<file path="src/rtl/fifo_pkg.sv">
// rtl/fifo_pkg.sv - shared encodings and helpers for the async FIFO read side
package fifo_pkg;

    localparam logic [1:0] CNT_EMPTY = 2'd0;
    localparam logic [1:0] CNT_ONE   = 2'd1;
    localparam logic [1:0] CNT_TWO   = 2'd2;

    // Zero-extension does not change the XOR reduction, so any payload up to 64 bits fits.
    function automatic logic parity_calc(input logic [63:0] data, input logic odd);
        return (^data) ^ odd;
    endfunction

endpackage

</file>
<file path="src/rtl/fifo_rd_skid.sv">
// rtl/fifo_rd_skid.sv - 2-entry valid/ready skid buffer, head is always the older word
module fifo_rd_skid
    import fifo_pkg::*;
#(
    parameter int DATA_WIDTH = 8
) (
    input  logic                  Rclk,
    input  logic                  Rrst,
    input  logic [DATA_WIDTH-1:0] i_data,
    input  logic                  i_push,
    input  logic                  i_ready,
    output logic [DATA_WIDTH-1:0] o_data,
    output logic                  o_valid,
    output logic [1:0]            o_count
);

    logic [DATA_WIDTH-1:0] r_head;
    logic [DATA_WIDTH-1:0] r_skid;
    logic [1:0]            r_count;
    logic                  r_valid;
    logic                  w_deq;

    assign w_deq   = r_valid & i_ready;
    assign o_data  = r_head;
    assign o_valid = r_valid;
    assign o_count = r_count;

    always_ff @(posedge Rclk or negedge Rrst) begin
        if (!Rrst) begin
            r_head  <= '0;
            r_skid  <= '0;
            r_count <= CNT_EMPTY;
            r_valid <= 1'b0;
        end else begin
            case (r_count)
                CNT_EMPTY: begin
                    if (i_push) begin
                        r_head  <= i_data;
                        r_count <= CNT_ONE;
                        r_valid <= 1'b1;
                    end
                end
                CNT_ONE: begin
                    if (i_push && !w_deq) begin
                        r_skid  <= i_data;
                        r_count <= CNT_TWO;
                    end else if (i_push && w_deq) begin
                        r_head  <= i_data;
                    end else if (w_deq) begin
                        r_count <= CNT_EMPTY;
                        r_valid <= 1'b0;
                    end
                end
                CNT_TWO: begin
                    // Upstream never pushes here; a dequeue promotes the skid word.
                    if (w_deq) begin
                        r_head  <= r_skid;
                        r_count <= CNT_ONE;
                    end
                end
                default: begin
                    r_count <= CNT_EMPTY;
                    r_valid <= 1'b0;
                end
            endcase
        end
    end

endmodule

</file>
<file path="src/rtl/fifo_rd_drain.sv">
// rtl/fifo_rd_drain.sv - async FIFO read-side drain into a skid buffer; FIFO_RD_PARITY_EN adds parity check
module fifo_rd_drain
    import fifo_pkg::*;
#(
    parameter int DATA_WIDTH = 8,
    parameter int PAR_ODD    = 0
) (
    input  logic                  Rclk,
    input  logic                  Rrst,
    input  logic                  Rd_en,
    input  logic                  Rempty,
`ifdef FIFO_RD_PARITY_EN
    input  logic [DATA_WIDTH:0]   Rdata,
`else
    input  logic [DATA_WIDTH-1:0] Rdata,
`endif
    output logic                  Rinc,
    output logic [DATA_WIDTH-1:0] Out_data,
    output logic                  Out_valid,
    input  logic                  Out_ready,
    output logic [1:0]            Buf_count
`ifdef FIFO_RD_PARITY_EN
    ,
    output logic                  Parity_err
`endif
);

    if (PAR_ODD != 0 && PAR_ODD != 1) begin : g_par_odd_chk
        $error("PAR_ODD must be 0 or 1");
    end

    logic [DATA_WIDTH-1:0] w_payload;
    logic [1:0]            w_count;

    // Gated only by registered count, so Out_ready never reaches Rinc combinationally.
    assign Rinc      = Rd_en & ~Rempty & (w_count != CNT_TWO);
    assign w_payload = Rdata[DATA_WIDTH-1:0];
    assign Buf_count = w_count;

    fifo_rd_skid #(
        .DATA_WIDTH (DATA_WIDTH)
    ) u_skid (
        .Rclk    (Rclk),
        .Rrst    (Rrst),
        .i_data  (w_payload),
        .i_push  (Rinc),
        .i_ready (Out_ready),
        .o_data  (Out_data),
        .o_valid (Out_valid),
        .o_count (w_count)
    );

`ifdef FIFO_RD_PARITY_EN
    logic r_parity_err;
    logic w_par_bad;

    assign w_par_bad  = Rdata[DATA_WIDTH] != parity_calc(64'(w_payload), 1'(PAR_ODD));
    assign Parity_err = r_parity_err;

    always_ff @(posedge Rclk or negedge Rrst) begin
        if (!Rrst) begin
            r_parity_err <= 1'b0;
        end else if (Rinc && w_par_bad) begin
            r_parity_err <= 1'b1;
        end
    end
`endif

endmodule

</file>
<file path="config.mk">
export PLATFORM = sky130hd
export DESIGN_NAME = fifo_rd_drain
export DESIGN_NICKNAME = d
export VERILOG_FILES = /design/src/rtl/fifo_pkg.sv /design/src/rtl/fifo_rd_skid.sv /design/src/rtl/fifo_rd_drain.sv
export SDC_FILE = /design/constraint.sdc
export NUM_CORES = 1
export LEC_CHECK = 0
export BUFFER_PORTS_ARGS = -buffer_cell sky130_fd_sc_hd__buf_4
export CORE_UTILIZATION = 53
export CTS_CLUSTER_SIZE = 40
export DETAILED_ROUTE_END_ITERATION = 7
export GPL_ROUTABILITY_DRIVEN = 0
export HOLD_SLACK_MARGIN = 0.15
export PLACE_DENSITY_LB_ADDON = 0.3
export SYNTH_ARGS = -nofsm -noshare
export SYNTH_HDL_FRONTEND = slang
export SYNTH_SLANG_ARGS = --single-unit
</file>
<file path="constraint.sdc">
create_clock -name Rclk -period 4.4 [get_ports Rclk]
set_input_delay 0 -clock Rclk [delete_from_list [all_inputs] [get_ports Rclk]]
set_output_delay 0 -clock Rclk [all_outputs]
set_load 0.03 [all_outputs]
</file>
==> impl_metrics.tcl, run 1 <==
set metrics [dict create \
    status "finished, final reports clean" \
    core_region_area_um2 1524 \
    synthToLayoutAreaGrowth_pct 38.07 \
    synth.most_common_cell "mux2_2" \
    async_flop_share_pct 100.0 \
    netlist_top_cells_area "dfrtp_1, mux2_2, a31oi_4" \
    cap_violations 0 \
    final_antenna_net_count 0 \
    die_height_um 42.54 \
    power_density_nw_per_um2 633.5 \
    clk_pin_slew_ns 0.10 \
    yosysSeqAreaShare_pct 54.60 \
    wl_um 1674 \
    route.vias.total 627 \
    min-delay-start "Rd_en" \
    drv_slew 0 \
    irDropWorstVdd_mv 0.4358 \
    hp-class "input pin to flop" \
    crit_path_max_fanout 12 \
    rows 14 \
    synthDistinctLibCells 16 \
    dr.pass1.iters 4 \
    clockBufferDepth 2 \
    synth_flop_cell "dfrtp_1" \
    synth_seq_cells 19 \
    first_iter_violations 1 \
    hold_viol 0 \
    worstSetupPathType "flop to flop" \
    synth_common_cells "mux2_2, dfrtp_1, nand2_1, nor2_1" \
    utilization_pct 78.90 \
    relSlewSlack_pct 43.49 \
    cp.required_ns 4.58 \
    nFillCells 100 \
    layout_min_cycle_time_ns 1.795 \
    setup_viol 0 \
    hpwl_um 1114 \
    grt_usage_pct 22.03 \
    grt_setup_unrepaired "false" \
    wl_per_cell_um 14.31 \
    syn-num-nets 76 \
    clk_latency_ns 0.30 \
    tritoncts "done" \
    via_per_inst 5.359 \
    syn_area_um2 870.8 \
    route.detailed.drc 0 \
    drive_above_1_share_pct 53.47 \
    htreeDepth 1 \
    cp-startpoint "u_skid.o_count[1]" \
    finalSetupTns_ns 0 \
    crit_arrival_ns 1.98 \
    clock-skew-final_ns 0.007129 \
    cts_resized 0 \
    io_buffers 24 \
    crit_path_end_kind "flop" \
    cts_setup_buffers 0 \
    die_area_um2 1809 \
    grt_pass1_vias 684 \
    p_leak_uw 0.0005490 \
    grt_max_degree 20 \
    antenna_cells 0 \
    max_freq_mhz 557.0 \
    io_pins 25 \
    antenna_found_initial 0 \
    worstSetupStartpointType "flop" \
    synth-edff-count 0 \
    tightest_slew_ns 0.8449 \
    yosysTopAreaCell "dfrtp_1" \
    synth_warnings 0 \
    start_util_pct 57.14 \
    cts_root_buf "clkbuf_4" \
    yosys.area.top_type_share_pct 54.60 \
    die_x_um 42.54 \
    postSynthAreaPerCell_um2 13.82 \
    grt_pass1_wl_um 2946 \
    cts_made_buffers 3 \
    grt_overflow 0 \
    clock_sinks 19 \
    fin_crit_sh_pct 40.81 \
    r2r_start "u_skid.o_count[1]" \
    netlist_instances 63 \
    fin_nets 115 \
]
## placed cells by master (no fill, tap or decap)
cell,n
o22ai_1,1
nor2_1,4
nand3_2,1
o21bai_1,1
clkbuf_1,1
nand2_1,4
clkbuf_4,3
nor2b_2,1
dlygate4sd3_1,11
nand2b_1,1
buf_4,24
o21a_1,1
o21ai_0,1
nand3_1,1
dfrtp_1,19
nand3b_1,1
a31oi_4,1
mux2_2,24
nor3_1,1
## logic make-up after synthesis
logic type | after synthesis | share of synthesized area [%]
DFF | 19 | 54.60
buffers and inverters | 1 | 0.5742
AOI/OAI and AO/OA | 5 | 5.460
muxes | 24 | 31.03
and+or+nand+nor | 14 | 8.332
## layout make-up
| cell class | instances | area [um^2] | area share [%] |
|---|---|---|---|
| flip-flops and latches | 19 | 475.5 | 39.54 |
| multi-input cells | 43 | 390.4 | 32.47 |
| repair buffers | 35 | 290.3 | 24.14 |
| clock buffers | 4 | 26.28 | 2.185 |
| well taps | 16 | 20.02 | 1.665 |
## layer usage
layer / wire, um / GRT usage, %
met5: 0 / 0
met4: 21 / 7.500
met3: 55 / 2.586
met2: 870 / 40.92
met1: 727 / 25.94
## path summary, 6_finish.rpt
| check | slack (ns) | to | depth (start not counted) |
|---|---|---|---|
| setup / recovery | 2.60 | u_skid.o_data[1] | 4 |
| hold / removal | 0.21 | u_skid.o_valid | 5 |
| setup reg to reg | 2.60 | u_skid.o_data[1] | 4 |
| hold reg to reg | 0.52 | u_skid.r_skid[6] | 1 |
| max in group asynchronous | 3.01 | u_skid.o_count[1] | 3 |
| min in group asynchronous | 0.86 | u_skid.o_data[0] | 3 |
## metrics by stage
stage	total power [uW]	setup WS, ns	std cells	hold slack, ns	cell area (um^2)
after floorplan	548.7	2.686	63	-0.2956	870.8
after global placement	658.5	2.628	102	-0.1157	1066
after detailed placement	670.3	2.620	102	-0.1104	1066
after CTS	765.7	2.595	117	0.1949	1202
after global routing	799.8	2.476	117	0.3046	1202
final	761.8	2.605	117	0.2107	1202
## critical path, stage by stage (launching register included)
cell	delay [ns]
dfrtp_1	0.45
nor2b_2	0.50
o21bai_1	0.24
a31oi_4	0.18
mux2_2	0.31
## power breakdown
part / switching (uW) / leakage [uW] / internal (uW) / total [uW]
Sequential: 57.4 / 0.000228 / 260 / 317
Combinational: 182 / 0.000306 / 174 / 356
Clock: 53.1 / 0.0000150 / 35.3 / 88.4
Total: 293 / 0.000549 / 469 / 762
## what timing repair did
action | 4_1_cts | 5_1_grt
hold buffers | 11 | 0
endpoints found under the setup margin | 0 | 0
endpoints found under the hold margin | 38 | 0
## state kept, by name, summed over array words and instances (netlist names)
| signal | cells |
|---|---|
| u_skid.o_data | 8 |
| u_skid.r_skid | 8 |
| u_skid.o_count | 2 |
| u_skid.o_valid | 1 |
(Power assumes the default switching activity.)
==> run 2, diff against run 1 <==
CORE_UTILIZATION = 49   (was 53)
clock period = 1.9 ns   (was 4.4 ns; I/O delays follow)
==> run 2 against run 1 <==
Against the previous run: sequential cell count unchanged; power rose by 130%; non-clock buffer count increased by 1; count of clock-buffer cells in the layout is the same; via count increased by 1.3%; sequential power grew 130%; critical path depth did not move; cell area increased by 0.62%; combinational power is 130% higher; sequential share of layout area is 0.25 points lower.
==> impl_metrics.tcl, run 2 (synthesis gave the netlist of run 1 again) <==
set metrics [dict create \
    tightest_slew_ns 0.8395 \
    busiest_layer "met2" \
    cts_made_buffers 3 \
    irDropWorstVdd_mv 0.9869 \
    fin_area_um2 1210 \
    clk_pin_slew_ns 0.10 \
    power_density_nw_per_um2 1459 \
    die_x_um 44.16 \
    grtUsageMet2_pct 30.00 \
    io_buffers 24 \
    relSlewSlack_pct 43.85 \
    max_freq_mhz 605.8 \
    place_area_um2 1074 \
    wl_per_cell_um 13.58 \
    setup_viol 0 \
    grt_pass1_vias 602 \
    status "finished, final reports clean" \
    htreeDepth 1 \
    clock-skew-final_ns 0.001287 \
    dr.pass1.iters 6 \
    cts_resized 0 \
    dp.cells 103 \
    die_area_um2 1950 \
    hold_viol 0 \
    cap_violations 0 \
    timing.final.ws_setup_ns 0.2492 \
    route.vias.total 635 \
    tritoncts "done" \
    grt_setup_unrepaired "false" \
    io_pins 25 \
    multiInputGateArea_um2 390.4 \
    dpl_worst_slack_ns 0.2495 \
    grt_usage_pct 19.41 \
    clockBufferDepth 2 \
    regArea_um2 475.5 \
    cts_setup_buffers 0 \
    cts_root_buf "clkbuf_4" \
    route.detailed.drc 0 \
    worstSetupStartpointType "flop" \
    stdcell_count 118 \
    first_iter_violations 9 \
    cp.required_ns 2.09 \
    start_util_pct 55.24 \
    crit_arrival_ns 1.84 \
    via_per_inst 5.381 \
    die_height_um 44.16 \
    synthToLayoutAreaGrowth_pct 38.94 \
    grt_pass1_wl_um 2628 \
    antenna_found_initial 0 \
    worstSetupPathType "flop to flop" \
    rows 14 \
    drive_above_1_share_pct 53.92 \
    drv_slew 0 \
    finalSetupTns_ns 0 \
    core_region_area_um2 1577 \
    hp-class "input pin to flop" \
    hpwl_um 1053 \
    crit_path_max_fanout 8 \
    nFillCells 107 \
    crit_path_end_kind "flop" \
    clk_latency_ns 0.29 \
    clock_sinks 19 \
    antenna_cells 0 \
    layout_min_cycle_time_ns 1.651 \
    fin_nets 116 \
    postCtsHoldBufs 11 \
    final_common_cell "buf_4" \
    p_leak_uw 0.0005544 \
    gr-usage-met3_pct 2.449 \
    wl_um 1602 \
    final_antenna_net_count 0 \
    grtUsageMet1_pct 25.75 \
    mostFrequentLayoutCells "buf_4, mux2_2, dfrtp_1" \
    grt_overflow 0 \
    fin_crit_sh_pct 86.88 \
    grt_max_degree 20 \
]
[run 2: cell count changes in the layout (fill, tap and decap cells not counted)]
cell,change
buf_4,+1
[run 2: per-layer routing]
metal / wire length [um] / vias up
met5: 0 / -
met4: 33 / 0
met3: 55 / 4
met2: 756 / 17
met1: 756 / 312
li1: - / 302
[run 2: critical path, cell delays in order, from the launching register on]
cell and delay [ns]:
dfrtp_1 0.45, nor2b_2 0.18, o21bai_1 0.19, a31oi_4 0.35, mux2_2 0.38
[run 2: cell type report]
class | instances | share of cell area [%]
Multi-Input combinational cell | 43 | 32.26
Timing Repair Buffer | 36 | 24.61
Tap cell | 16 | 1.655
Sequential cell | 19 | 39.30
Clock buffer | 4 | 2.172
[run 2: where the power goes]
part | switching, uW | internal, uW
Sequential | 130 | 601
Clock | 121 | 81.7
Combinational | 423 | 408
Total | 674 | 1090
[run 2: through the flow]
| stage | utilization, % | total power [uW] | hold slack, ns |
|---|---|---|---|
| floorplan | - | 1271 | -0.2956 |
| global placement | 68.10 | 1536 | -0.1113 |
| detailed placement | 68.10 | 1561 | -0.1108 |
| CTS | 76.75 | 1780 | 0.1932 |
| global route | 76.75 | 1861 | 0.2563 |
| finish | 76.75 | 1765 | 0.2023 |
[run 2: path summary, 6_finish.rpt]
path	startpoint	end	slack [ns]	cells past startpoint
worst min register to register	u_skid.r_skid[4]	u_skid.r_skid[4]	0.52	1
max in group asynchronous	Rrst	u_skid.o_valid	0.51	3
min in group asynchronous	Rrst	u_skid.o_count[0]	0.87	3
worst max register to register	u_skid.o_count[1]	u_skid.o_data[4]	0.25	4
worst max-delay path	u_skid.o_count[1]	u_skid.o_data[4]	0.25	4
worst min-delay path	Rd_en	u_skid.o_valid	0.20	5
==> run 3, diff against run 2 <==
ABC_AREA = 1   (was not set)
CORE_UTILIZATION = 51   (was 49)
==> run 3 against run 2 <==
Against the previous run: maximum frequency grew 7.2%; combinational power grew 25%; sequential share of layout area shrank 3.3 points; power grew 13%; critical endpoint is now Rinc; clock skew grew 0.0075 ns; via count grew 49%; cell count grew 60%; worst setup slack gained 0.11 ns; highest routed layer unchanged; largest power group unchanged; clock power grew 4%; area after synthesis grew 13%; count of clock-buffer cells in the layout shrank 1; cell area grew 9.1%.
==> impl_metrics.tcl, run 3 <==
set metrics [dict create \
    status "finished, final reports clean" \
    cap_violations 0 \
    utilization_pct 74.82 \
    postCtsHoldBufs 13 \
    htreeDepth 1 \
    drive_above_1_share_pct 23.17 \
    final_common_cell "nand2_1" \
    core_region_area_um2 1764 \
    grt_usage_pct 23.66 \
    antenna_found_initial 0 \
    hpwl_um 1524 \
    fin_crit_sh_pct 81.06 \
    wl_um 2166 \
    synth_warnings 0 \
    tightest_slew_ns 0.8301 \
    clock_sinks 19 \
    synth.most_common_cell "nand2_1" \
    syn-num-nets 139 \
    power_density_nw_per_um2 1517 \
    grt_pass1_vias 858 \
    finalPower_uw 2003 \
    via_per_inst 5.021 \
    wl_met1_um 926 \
    crit_arrival_ns 1.54 \
    synth_seq_cells 19 \
    dr_wl_met3_um 115 \
    clock-skew-final_ns 0.008756 \
    grt_overflow 0 \
    tritoncts "done" \
    io_pins 25 \
    cts_root_buf "clkbuf_4" \
    netlist_instances 126 \
    synthToLayoutAreaGrowth_pct 34.05 \
    hp-class "input pin to flop" \
    dpl_worst_slack_ns 0.4723 \
    cp.required_ns 1.90 \
    grt_pass1_wl_um 3539 \
    synth_common_cells "nand2_1, nand3_1, dfrtp_1" \
    drv_slew 0 \
    synth_flop_cell "dfrtp_1" \
    io_buffers 24 \
    hold_viol 0 \
    die_area_um2 2110 \
    wl_met2_um 1079 \
    route.vias.total 949 \
    finalSetupTns_ns 0 \
    cts_made_buffers 3 \
    antenna_cells 0 \
    setup_viol 0 \
    clk_latency_ns 0.31 \
    hold_depth 4 \
    timing.final.ws_setup_ns 0.3599 \
    crit_path_end_kind "primary output" \
    yosysTopAreaCell "dfrtp_1" \
    mostFrequentLayoutCells "nand2_1, nand3_1, buf_4" \
    postSynthAreaPerCell_um2 7.815 \
    clockBufferDepth 2 \
    layout_min_cycle_time_ns 1.540 \
    final_antenna_net_count 0 \
    route.detailed.drc 0 \
    relSlewSlack_pct 44.48 \
    cts_setup_buffers 0 \
    irDropWorstVdd_mv 0.9625 \
    async_flop_share_pct 100.0 \
    p_leak_uw 0.0007434 \
    yosysSeqAreaShare_pct 48.28 \
    syn_area_um2 984.7 \
    first_iter_violations 46 \
    yosys.area.top_type_share_pct 48.28 \
    rows 15 \
    crit_path_max_fanout 12 \
    clk_pin_slew_ns 0.11 \
    worstSetupPathType "flop to primary output" \
    worstRegToRegCells 6 \
    synth-edff-count 0 \
    grt_setup_unrepaired "false" \
    netlist_top_cells_area "dfrtp_1, nand2_1, nand3_1" \
    die_x_um 45.94 \
    fin_nets 178 \
    dr.pass1.iters 4 \
    synthDistinctLibCells 13 \
    worstSetupStartpointType "flop" \
    grt_max_degree 20 \
    wl_per_cell_um 11.46 \
    dr.max_layer_used "met4" \
    cts_resized 0 \
    die_height_um 45.94 \
    start_util_pct 55.82 \
    max_freq_mhz 649.3 \
]
## run 3: cell types whose count changed after synthesis, moves of 3 or more
cell     change
mux2_2      -24
inv_1        +7
nand3_1     +27
buf_6        +3
nand2_1     +52
nand2_2      +4
## run 3: where the power goes
group / leakage, uW / switching, uW / internal (uW)
Combinational: 0.000488 / 675 / 369
Sequential: 0.000238 / 148 / 601
Clock: 0.0000177 / 131 / 78.7
Total: 0.000743 / 954 / 1050
## run 3: final timing paths
check | from | end | slack, ns
worst min register to register | u_skid.r_skid[3] | u_skid.r_skid[3] | 0.49
worst max register to register | u_skid.o_count[0] | u_skid.o_data[2] | 0.44
max in group asynchronous | Rrst | u_skid.r_skid[5] | 0.53
min in group asynchronous | Rrst | u_skid.o_data[6] | 0.85
worst max-delay path | u_skid.o_count[0] | Rinc | 0.36
worst min-delay path | Rdata[7] | u_skid.r_skid[7] | 0.47
## run 3: final cells by class
cell class	instances	area, um^2
sequential	19	475.5
fill	157	444.2
inverter	9	33.78
timing repair buffer	37	310.3
clock buffer	3	22.52
clock inverter	1	5.005
multi-input combinational	95	441.7
tap	25	31.28
## run 3: kinds of logic (layout without fill, tap and decap cells)
family          count (synthesis)  count (layout)  synth area share, %
buf+inv                        12              50                6.862
simple gates                   93              93                42.69
flops                          19              19                48.29
compound gates                  2               2                2.160
## run 3: per-stage QoR
stage                     std cells  instance area, um^2  hold slack [ns]
after floorplan                 126                984.7          -0.2956
after global placement          172                 1162          -0.1188
after detailed placement        172                 1162          -0.1151
after CTS                       189                 1320           0.4737
after global routing            189                 1320           0.5051
final                           189                 1320           0.4725
## run 3: worst max-delay path: stages, from the launching register on
cell and delay, ns:
dfrtp_1 0.45, inv_2 0.25, nand2_2 0.20, inv_1 0.13
nor2_1 0.05, buf_4 0.16
## run 3: routing by layer
layer / GRT usage, % / vias to the layer above
li1: - / 475
met1: 31.67 / 429
met2: 37.46 / 40
met3: 2.778 / 5
met4: 11.76 / 0
met5: 0 / -
